===== config.mk =====
export PLATFORM = sky130hd
export DESIGN_NAME = if_id_skid_stage
export DESIGN_NICKNAME = d
export VERILOG_FILES = /design/src/rtl/if_id_skid_stage.sv
export SDC_FILE = /design/constraint.sdc
export NUM_CORES = 1
export LEC_CHECK = 0
export BUFFER_PORTS_ARGS = -buffer_cell sky130_fd_sc_hd__buf_2
export CAP_MARGIN = 20
export CORE_ASPECT_RATIO = 0.75
export CORE_MARGIN = 3
export CORE_UTILIZATION = 55
export CTS_BUF_LIST = sky130_fd_sc_hd__clkbuf_8
export CTS_CLUSTER_DIAMETER = 80
export DETAILED_ROUTE_END_ITERATION = 10
export GPL_TIMING_DRIVEN = 0
export PLACE_DENSITY = 0.85
export SYNTH_ARGS = -nofsm -noshare
export SYNTH_HDL_FRONTEND = slang
export SYNTH_SLANG_ARGS = --single-unit

===== constraint.sdc =====
create_clock -name clk_i -period 13.35 [get_ports clk_i]
set_input_delay 2.67 -clock clk_i [delete_from_list [all_inputs] [get_ports clk_i]]
set_output_delay 2.67 -clock clk_i [all_outputs]
set_load 0.02 [all_outputs]

===== src/rtl/if_id_skid_stage.sv =====
// Fetch-to-decode pipeline register with valid/ready handshake, stall, flush
// and a one-entry skid buffer so ready_o depends only on registered state.
module if_id_skid_stage #(
  parameter int unsigned      WIDTH     = 32,
  parameter logic [WIDTH-1:0] NOP_INSTR = {WIDTH{1'b0}}
) (
  input  logic             clk_i,
  input  logic             reset_i,
  input  logic             valid_i,
  output logic             ready_o,
  input  logic [WIDTH-1:0] instr_i,
  input  logic [WIDTH-1:0] pc_plus4_i,
  input  logic             stall_i,
  input  logic             flush_i,
  output logic             valid_o,
  input  logic             ready_i,
  output logic [WIDTH-1:0] instr_o,
  output logic [WIDTH-1:0] pc_plus4_o,
  output logic [1:0]       occupancy_o
);

  localparam int unsigned OCC_W = 2;

  typedef enum logic [1:0] {
    EMPTY = 2'd0,
    ONE   = 2'd1,
    FULL  = 2'd2
  } state_t;

  typedef struct packed {
    logic [WIDTH-1:0] instr;
    logic [WIDTH-1:0] pc;
  } entry_t;

  localparam entry_t NOP_ENTRY = {NOP_INSTR, {WIDTH{1'b0}}};

  state_t state, state_next;
  entry_t main_q, main_next;
  entry_t skid_q, skid_next;
  entry_t in_entry_c;
  logic   in_fire_c;
  logic   out_fire_c;

  assign in_entry_c = {instr_i, pc_plus4_i};
  assign in_fire_c  = valid_i & ready_o;
  assign out_fire_c = valid_o & ready_i & ~stall_i;

  // Next-state and datapath selection; flush overrides every other event.
  always_comb begin
    state_next = state;
    main_next  = main_q;
    skid_next  = skid_q;
    if (flush_i) begin
      state_next = EMPTY;
      main_next  = NOP_ENTRY;
      skid_next  = NOP_ENTRY;
    end else begin
      unique case (state)
        EMPTY: begin
          if (in_fire_c) begin
            main_next  = in_entry_c;
            state_next = ONE;
          end
        end
        ONE: begin
          if (in_fire_c && out_fire_c) begin
            main_next = in_entry_c;
          end else if (in_fire_c) begin
            skid_next  = in_entry_c;
            state_next = FULL;
          end else if (out_fire_c) begin
            main_next  = NOP_ENTRY;
            state_next = EMPTY;
          end
        end
        FULL: begin
          if (out_fire_c) begin
            main_next  = skid_q;
            skid_next  = NOP_ENTRY;
            state_next = ONE;
          end
        end
        default: begin
          state_next = EMPTY;
          main_next  = NOP_ENTRY;
          skid_next  = NOP_ENTRY;
        end
      endcase
    end
  end

  // State, payload and status flags, all registered from the next state.
  always_ff @(posedge clk_i or posedge reset_i) begin
    if (reset_i) begin
      state       <= EMPTY;
      main_q      <= NOP_ENTRY;
      skid_q      <= NOP_ENTRY;
      valid_o     <= 1'b0;
      ready_o     <= 1'b1;
      occupancy_o <= '0;
    end else begin
      state       <= state_next;
      main_q      <= main_next;
      skid_q      <= skid_next;
      valid_o     <= (state_next != EMPTY);
      ready_o     <= (state_next != FULL);
      occupancy_o <= OCC_W'(state_next);
    end
  end

  assign instr_o    = main_q.instr;
  assign pc_plus4_o = main_q.pc;

endmodule


# ---- Word-level counts from Yosys, hierarchy flattened
# Cells that the tools add are included.
dict set report op_classes {
  bitwise 4
  n_reduce_logical 5
  muxes 17
  eq_ne 10
}
# cell n
set op_table {}
lappend op_table {{2-to-1 mux 64 bit} 8}
lappend op_table {{one-hot mux 64 bit (3 select lines)} 2}
lappend op_table {{2-to-1 mux 2 bit} 6}
lappend op_table {{!= test 3 bit (second input constant)} 4}
lappend op_table {{!= test 4 bit (second input constant)} 2}
lappend op_table {{AND reduction 4 bit} 2}
lappend op_table {{one-hot mux 2 bit (3 select lines)} 1}
lappend op_table {{!= test 2 bit (second input constant)} 2}
lappend op_table {{AND 1 bit} 3}
lappend op_table {{equality test 2 x 1 -> 1 bit (second input constant)} 1}
lappend op_table {{equality test 2 bit (second input constant)} 1}
lappend op_table {{logical NOT 2 bit} 1}
lappend op_table {{nonzero test 2 bit} 1}
lappend op_table {{logical AND 1 bit} 1}
lappend op_table {{NOT 1 bit} 1}
dict set report totals {
  register_bits 132
  out_inout_bits 68
  elab_cells 43
  input_bits 70
}

# ---- Logic depth before layout (Yosys ltp)
# Gate-level depths: netlist of the first run.
dict set report logic_depth {
  word_depth 8
  mapped_depth 6
  depth_no_buf 4
}

# ---- Least setup slack after synthesis of the first run
# Ideal clock, no wire load.
dict set report synth_path {
  kind {input -> register}
  from {input flush_i}
  to {register skid_q[0] (netlist bit)}
  path_slack_ns 9.598
  setup_time_ns 0.065
  path_buffers 2
  required_ns 13.285
  stages 4
  arrival_ns 3.687
  cell_sequence {buf_6 -> nor4_4 -> buf_6 -> a22o_1}
}
dict set report synth_via {
  elab_chain_cells 2
  elab_cells_between_ends 6
  classes_between {eq/ne (4); mux (1); reduce/logical (1)}
}
# element line
set synth_rtl {}
lappend synth_rtl {{from (decl)} 14} ;# input logic flush_i,
lappend synth_rtl {{!= test 3 bit (no source line) or != test 2 bit (tied branches)} --}
lappend synth_rtl {{AND reduction 4 bit (no source line)} --}
lappend synth_rtl {{to (signal assigned)} 104} ;# skid_q <= skid_next;
lappend synth_rtl {{to (decl)} 39} ;# entry_t skid_q, skid_next;
# Several ways; a longest one is shown, not always the timed one.
# A chain may end at the register's enable or synchronous reset.

# ---- Final worst setup path of the first run
dict set report layout_path {
  from {input stall_i}
  to {register main_q, in the netlist instr_o[1]}
}
dict set report layout_via {
  elab_chain_cells 6
  elab_cells_between_ends 10
  classes_between {eq/ne (3); mux (3); bitwise (2); reduce/logical (2)}
}
# element line
set layout_rtl {}
lappend layout_rtl {{from (decl)} 13} ;# input logic stall_i,
lappend layout_rtl {{NOT 1 bit *} 46} ;# assign out_fire_c = valid_o & ready_i & ~stall_i;
lappend layout_rtl {{AND 1 bit *} 46}
lappend layout_rtl {{logical AND 1 bit} 66} ;# if (in_fire_c && out_fire_c) begin
lappend layout_rtl {{2-to-1 mux 64 bit} 66}
lappend layout_rtl {{one-hot mux 64 bit (3 select lines)} 58} ;# unique case (state)
lappend layout_rtl {{2-to-1 mux 64 bit} 53} ;# if (flush_i) begin
lappend layout_rtl {{to (signal assigned)} 103} ;# main_q <= main_next;
lappend layout_rtl {{to (decl)} 38} ;# entry_t main_q, main_next;
# Mark *: on every way between the ends. The rest lies on a longest branch, timed or not.

==> results of run 1 <==
==> state kept, by name (all words and copies together) (netlist names) <==
name        flops
instr_o        32
pc_plus4_o     32
ready_o         1
skid_q         64
state           2
valid_o         1
==> routing by layer <==
layer,part of all wire (%),routed length (microns)
met4,1.7,259
met3,8.5,1330
met5,0,0
met2,44,6880
met1,46,7180
==> logic make-up (layout without fill, tap and decap cells) <==
family | count (synthesis) | count (layout)
AOI/OAI and AO/OA | 201 | 201
and+or+nand+nor | 16 | 16
muxes | 64 | 64
DFF | 132 | 132
buffers and inverters | 48 | 217
xor gates and xnor gates | 3 | 3
==> worst paths after layout <==
kind	end	slack, ps	cells after the start
max reg2reg	instr_o[1]	11360	5
max in group asynchronous	skid_q[46]	10360	3
min	pc_plus4_o[27]	500	1
max	instr_o[1]	9470	6
min reg2reg	pc_plus4_o[27]	500	1
min in group asynchronous	pc_plus4_o[13]	2210	2
==> cell usage after synthesis <==
library cell	number	area share (%)
o22a_1	1	0.14
buf_4	5	0.61
buf_2	21	1.7
a211o_1	1	0.14
clkbuf_1	8	0.49
o31ai_1	1	0.12
nand2b_1	2	0.20
nand2_2	2	0.20
xnor2_1	2	0.28
nor2_1	3	0.18
nand3b_4	1	0.32
nand2_1	2	0.12
a22o_1	128	18
dfrtp_1	131	53
a21o_1	1	0.12
nor2_4	1	0.18
o2bb2ai_1	64	9.1
or3_1	1	0.10
a22oi_1	1	0.12
dfstp_2	1	0.43
nand3b_1	1	0.12
a21oi_4	1	0.26
a21oi_1	1	0.081
mux2i_1	64	10
nor2_2	2	0.20
a31o_1	1	0.14
xor2_1	1	0.14
a211oi_1	1	0.12
buf_6	13	2.4
inv_1	1	0.061
nor4_4	1	0.34
==> layout by cell type (no fill, tap or decap), drive strengths merged <==
cell type / netlist / final
o2bb2ai: 64 / 64
clkbuf: 8 / 27
o31ai: 1 / 1
xnor2: 2 / 2
a21oi: 2 / 2
clkinvlp: 0 / 4
nand2: 4 / 4
dfrtp: 131 / 131
xor2: 1 / 1
bufinv: 0 / 3
nor2: 6 / 6
nand3b: 2 / 2
a22o: 128 / 128
nor4: 1 / 1
clkinv: 0 / 6
nand2b: 2 / 2
a211o: 1 / 1
o22a: 1 / 1
or3: 1 / 1
a21o: 1 / 1
a31o: 1 / 1
a211oi: 1 / 1
dfstp: 1 / 1
buf: 39 / 176
a22oi: 1 / 1
mux2i: 64 / 64
inv: 1 / 1
==> power by group through the flow <==
stage / clock network [mW] / registers, mW / logic (mW)
6_report: 0.352 / 0.453 / 0.225
4_1_cts: 0.355 / 0.452 / 0.225
3_5_place_dp: 0 / 0.459 / 0.225
2_1_floorplan: 0 / 0.483 / 0.123
5_1_grt: 0.375 / 0.456 / 0.244
3_3_place_gp: 0 / 0.457 / 0.216
==> per-stage QoR <==
stage / utilization, % / instance area [sq um] / power [mW] / cells / setup WS [ps]
final: 70.5 / 7480 / 1.03 / 769 / 9470
after global routing: 70.5 / 7480 / 1.08 / 769 / 9430
after CTS: 70.5 / 7480 / 1.03 / 769 / 9480
after detailed placement: 66.5 / 7060 / 0.684 / 737 / 9040
after global placement: 66.2 / 7030 / 0.673 / 736 / 5930
after floorplan: - / 6180 / 0.606 / 464 / 7160
==> cell type report <==
| cell class | count | area, sq um |
|---|---|---|
| Sequential cell | 132 | 3300 |
| Fill cell | 770 | 3130 |
| Clock buffer | 19 | 262 |
| Tap cell | 136 | 170 |
| Inverter | 1 | 8.76 |
| Timing Repair Buffer | 137 | 708 |
| Multi-Input combinational cell | 284 | 2550 |
| Buffer | 47 | 319 |
| Clock inverter | 13 | 158 |
==> results by group, run 1 <==
Status
  • Result of the run: completed

STA
  • Total of endpoints with negative setup slack in the final report: 0
  • Number of hold violations in the final report: 0
  • Max-slew violation total from the final report: 0
  • Setup repair after global routing missed its margin: no
  • Post-route setup TNS: 0 ps
  • Worst hold slack: 503 ps
  • Max transition margin: 42.9%
  • Share of the cycle needed by the critical path after routing: 29.1%
  • Worst clock skew: 11.7 ps
  • Final critical-path required period: 3880 ps
  • FMAX: 258 MHz
  • Worst-margin pin slew: 850 ps

Worst setup path
  • Worst reg2reg path startpoint: ready_o
  • Worst setup SP type: input port
  • CP max stage delay: 500 ps
  • Slowest cell on the critical path: nor2_2
  • Buf/Inv on CP: 2
  • Max FO, Critical Path: 10
  • Arrival time of the worst setup path: 4260 ps
  • Kind of critical path: in -> reg
  • Series of cell instances along the critical path: buf_2 -> nand3b_4 -> nor2_2 -> clkbuf_1 -> o2bb2ai_1 -> a22o_1
  • Endpoint kind of the worst setup timing path: flip-flop
  • Required time at the endpoint of the critical path: 13730 ps
  • CP top delay family: simple AND/OR/NAND/NOR gates
  • Critical Path Source: stall_i

Global routing
  • Global-route wire length before repair: 25.1 mm
  • Pin count of the biggest net entering global routing: 94
  • Grt met2 use: 36.7%
  • Routing usage on met3: 7.38%
  • Vias in the first global route: 4800
  • Gr usage total: 25.2%
  • Overflow left after global routing: 0
  • Busiest metal layer after global routing: met1
  • Initial antenna violation count: 0
  • Met1 demand-to-capacity share in global routing: 37.5%

Floorplan
  • Total number of placement rows: 32
  • Core area: 10600 sq um
  • Die boundary height: 97.8 microns
  • Starting density of the core: 58.2%
  • Width of the chip: 128 microns
  • IO Count: 138
  • Die area: 12500 sq um

CTS
  • Clock latency on the worst-skew pair: 450 ps
  • Number of hold buffers added after CTS: 0
  • Number of levels in the clock H-tree: 4
  • Root cell of the clock tree: clkbuf_8
  • Clock buffer depth: 2
  • Clock-pin slew reported for the worst setup and hold paths after clock tree synthesis: 70 ps
  • Clock sinks: 132
  • Number of buffers added by the clock tree synthesis step: 17
  • CTS tree: yes
  • Count of instances resized after the clock tree is built: 0
  • Number of buffers inserted by post-CTS setup repair: 0

Synthesis
  • Post-synthesis sequential element count: 132
  • Post-synth cell types: 31
  • Netlist area before placement: 6180 sq um
  • Dominant combinational cell family by area after synthesis: compound AO/OA/AOI/OAI gates
  • Area share of fa/ha/maj cells after synthesis: 0%
  • Proportion of synthesized chip area in sequential cells: 53.5%
  • Mux contribution to synthesized area: 10.4%
  • Gate count of the mapped netlist: 464
  • Synth Area in XOR/XNOR: 0.425%
  • Syn_area_per_cell: 13.3 sq um
  • Area fraction in and, or, nand and nor cells after synthesis: 1.99%
  • Synthesized-area fraction occupied by ao, oa, aoi and oai cells: 28.5%
  • Number of warnings issued by yosys: 0
  • Net count after synthesis: 534

Finish
  • Post-layout net count: 690
  • Fraction of layout instances using a drive strength above 1: 34.4%
  • Layout Area Growth over Synthesis: 21.1%
  • Count of inserted antenna diode cells: 0

Route
  • Mean routed wirelength per cell: 20.3 microns
  • Remaining routing DRC violations: 0
  • Antenna-violating nets left: 0
  • Starting DRC count in detailed routing: 326
  • Via density per instance: 6.32
  • Final wirelength: 15.6 mm
  • Number of detailed-route iterations in the first pass: 5
  • Count of vias placed by the detailed router: 4859

Worst hold path
  • Hold Crit Class: reg -> reg
  • Hold Startpoint: pc_plus4_o[27]

Power and ir drop
  • Peak ir drop on the vdd network: 0.0740 mV
  • Relative contribution of combinational cells to total power: 21.9%
  • Total net switching power: 318 uW
  • Switching fraction of total power: 30.8%
  • Internal power of the cells: 713 uW
  • Part of the total power dissipated in the clock network: 34.2%
  • Fraction of power consumed by sequential logic: 43.9%
  • Power per cell area: 138 nW/um^2
  • Leakage component of the power: 3.63 nW

Place
  • Number of buffers added on ports: 136
  • Dpl hpwl: 11.0 mm
  • Weighted congestion at the end of routability-driven global placement: 0.827

Flow run
  • Max-capacitance violation count: 0
Note: power is estimated with default switching activity, not from simulation.
==> inputs of run 2 (changes only) <==
Clock period 13.35 ns to 3.9 ns, I/O delays scaled along.
==> results by group, run 2 (same netlist as run 1, synthesis figures left out) <==
Status
  • Result of the run: completed (unchanged)

Worst setup path
  • Critical Path Source: ready_o (was stall_i)
  • Max FO, Critical Path: 10 (unchanged)
  • Depth of the most critical reg-to-reg path: 5 (unchanged)
  • Arrival time of the worst setup path: 2380 ps (was 4260 ps)
  • Required time at the endpoint of the critical path: 4280 ps (was 13730 ps)
  • Worst reg2reg path startpoint: ready_o (unchanged)
  • Worst setup SP type: flip-flop (was input port)
  • Kind of critical path: reg -> reg (was in -> reg)
  • Endpoint kind of the worst setup timing path: flip-flop (unchanged)

Power and ir drop
  • Switching fraction of total power: 30.8% (about the same)
  • Power per cell area: 467 nW/um^2 (was 138 nW/um^2)
  • Peak ir drop on the vdd network: 0.232 mV (was 0.0740 mV)
  • Total net switching power: 1.08 mW (was 318 uW)
  • Leakage component of the power: 3.64 nW (was 3.63 nW)
  • Part of the total power dissipated in the clock network: 33.8% (was 34.2%)
  • Relative contribution of combinational cells to total power: 22.1% (was 21.9%)
  • Fraction of power consumed by sequential logic: 44.1% (was 43.9%)
  • Internal power of the cells: 2.42 mW (was 713 uW)

STA
  • Max transition margin: 38.6% (was 42.9%)
  • FMAX: 500 MHz
  • Post-route setup TNS: 0 ps (unchanged)
  • Share of the cycle needed by the critical path after routing: 51.3%
  • Setup repair after global routing missed its margin: no (unchanged)
  • Total of endpoints with negative setup slack in the final report: 0 (unchanged)
  • Number of hold violations in the final report: 0 (unchanged)
  • Worst-margin pin slew: 915 ps (was 850 ps)
  • Final critical-path setup slack: 1900 ps (was 9470 ps)
  • Worst clock skew: 15.2 ps (was 11.7 ps)
  • Final critical-path required period: 2000 ps
  • Max-slew violation total from the final report: 0 (unchanged)

CTS
  • Clock sinks: 132 (unchanged)
  • Number of hold buffers added after CTS: 0 (unchanged)
  • Number of buffers added by the clock tree synthesis step: 17 (unchanged)
  • Clock latency on the worst-skew pair: 440 ps (was 450 ps)
  • Clock buffer depth: 2 (unchanged)
  • Clock-pin slew reported for the worst setup and hold paths after clock tree synthesis: 80 ps (was 70 ps)
  • Count of instances resized after the clock tree is built: 0 (unchanged)
  • Root cell of the clock tree: clkbuf_8 (unchanged)
  • Number of levels in the clock H-tree: 4 (unchanged)
  • CTS tree: yes (unchanged)
  • Number of buffers inserted by post-CTS setup repair: 0 (unchanged)

Place
  • Weighted congestion at the end of routability-driven global placement: 0.837 (was 0.827)
  • Number of buffers added on ports: 136 (unchanged)
  • Dpl hpwl: 10.6 mm (was 11.0 mm)
  • Worst slack, placed: 1520 ps (was 9040 ps)

Floorplan
  • Total number of placement rows: 32 (unchanged)
  • Core area: 10600 sq um (unchanged)
  • IO Count: 138 (unchanged)
  • Starting density of the core: 58.2% (unchanged)
  • Die boundary height: 97.8 microns (unchanged)
  • Width of the chip: 128 microns (unchanged)
  • Die area: 12500 sq um (unchanged)

Route
  • Antenna-violating nets left: 0 (unchanged)
  • Count of vias placed by the detailed router: 4776 (was 4859)
  • Final wirelength: 15.2 mm (was 15.6 mm)
  • Starting DRC count in detailed routing: 351 (was 326)
  • Remaining routing DRC violations: 0 (unchanged)
  • Mean routed wirelength per cell: 19.7 microns (was 20.3 microns)
  • Number of detailed-route iterations in the first pass: 5 (unchanged)
  • Via density per instance: 6.19 (was 6.32)

Finish
  • Most flops, register: skid_q (unchanged)
  • Most common cell after layout, fill and taps aside: buf_2 (unchanged)
  • Layout Area Growth over Synthesis: 21.5% (was 21.1%)
  • Max FFs per register: 64 (unchanged)
  • Most frequent cells in the layout: buf_2 (157), dfrtp_1 (131), a22o_1 (128), mux2i_1 (64), o2bb2ai_1 (64) (unchanged)
  • Post-layout net count: 692 (was 690)
  • Fraction of layout instances using a drive strength above 1: 34.4% (about the same)

Flow run
  • Max-capacitance violation count: 0 (unchanged)

Global routing
  • Gr usage total: 24.9% (was 25.2%)
  • Pin count of the biggest net entering global routing: 44 (was 94)
  • Overflow left after global routing: 0 (unchanged)
  • Initial antenna violation count: 1 (was 0)
  • Global-route wire length before repair: 24.8 mm (was 25.1 mm)
  • Vias in the first global route: 4867 (was 4800)

Worst hold path
  • Hold Crit Class: in -> async (was reg -> reg)
==> run 2: final timing paths <==
kind,to,slack [ps]
max,pc_plus4_o[27],1900
min,pc_plus4_o[13],340
max reg2reg,pc_plus4_o[27],1900
min reg2reg,pc_plus4_o[14],500
max in group asynchronous,instr_o[10],2760
min in group clk_i,pc_plus4_o[14],500
==> run 2: area by class of cell <==
type | instances | area (sq um)
sequential | 132 | 3300
fill | 769 | 3110
multi-input combinational | 284 | 2550
timing repair buffer | 139 | 741
buffer | 47 | 319
clock buffer | 18 | 248
tap | 136 | 170
clock inverter | 13 | 161
inverter | 1 | 7.51
antenna | 1 | 2.50
==> run 2: per-layer routing <==
layer  GRT usage [%]  vias to the layer above  part of all wire (%)
li1                -                     2169                     -
met1            37.5                     2385                    48
met2            36.2                      203                    44
met3            6.34                       17                   7.5
met4            6.04                        2                   1.1
met5               0                        -                 0.046
==> run 2: through the flow <==
step                util [%]  hold WS (ps)  instances  power [mW]  area [sq um]
floorplan                  -           473        464        2.08          6180
global placement        66.3           482        736        2.31          7030
detailed placement      66.8           485        739        2.34          7090
CTS                     70.7           339        770        3.52          7500
global route            70.7           350        770        3.66          7500
finish                  70.7           343        771        3.50          7500
==> run 2: worst max-delay path: stages, from the launching register on <==
cell       delay (ps)
dfstp_2           570
nand3b_1          130
nor2_2            480
clkbuf_1          440
o2bb2ai_1         180
a22o_1            150
==> run 2: power groups by stage <==
stage	sequential, mW	clock (mW)	combinational (mW)
floorplan	1.65	0	0.422
global placement	1.56	0	0.742
detailed placement	1.57	0	0.770
CTS	1.55	1.20	0.774
global route	1.56	1.27	0.836
finish	1.55	1.18	0.773
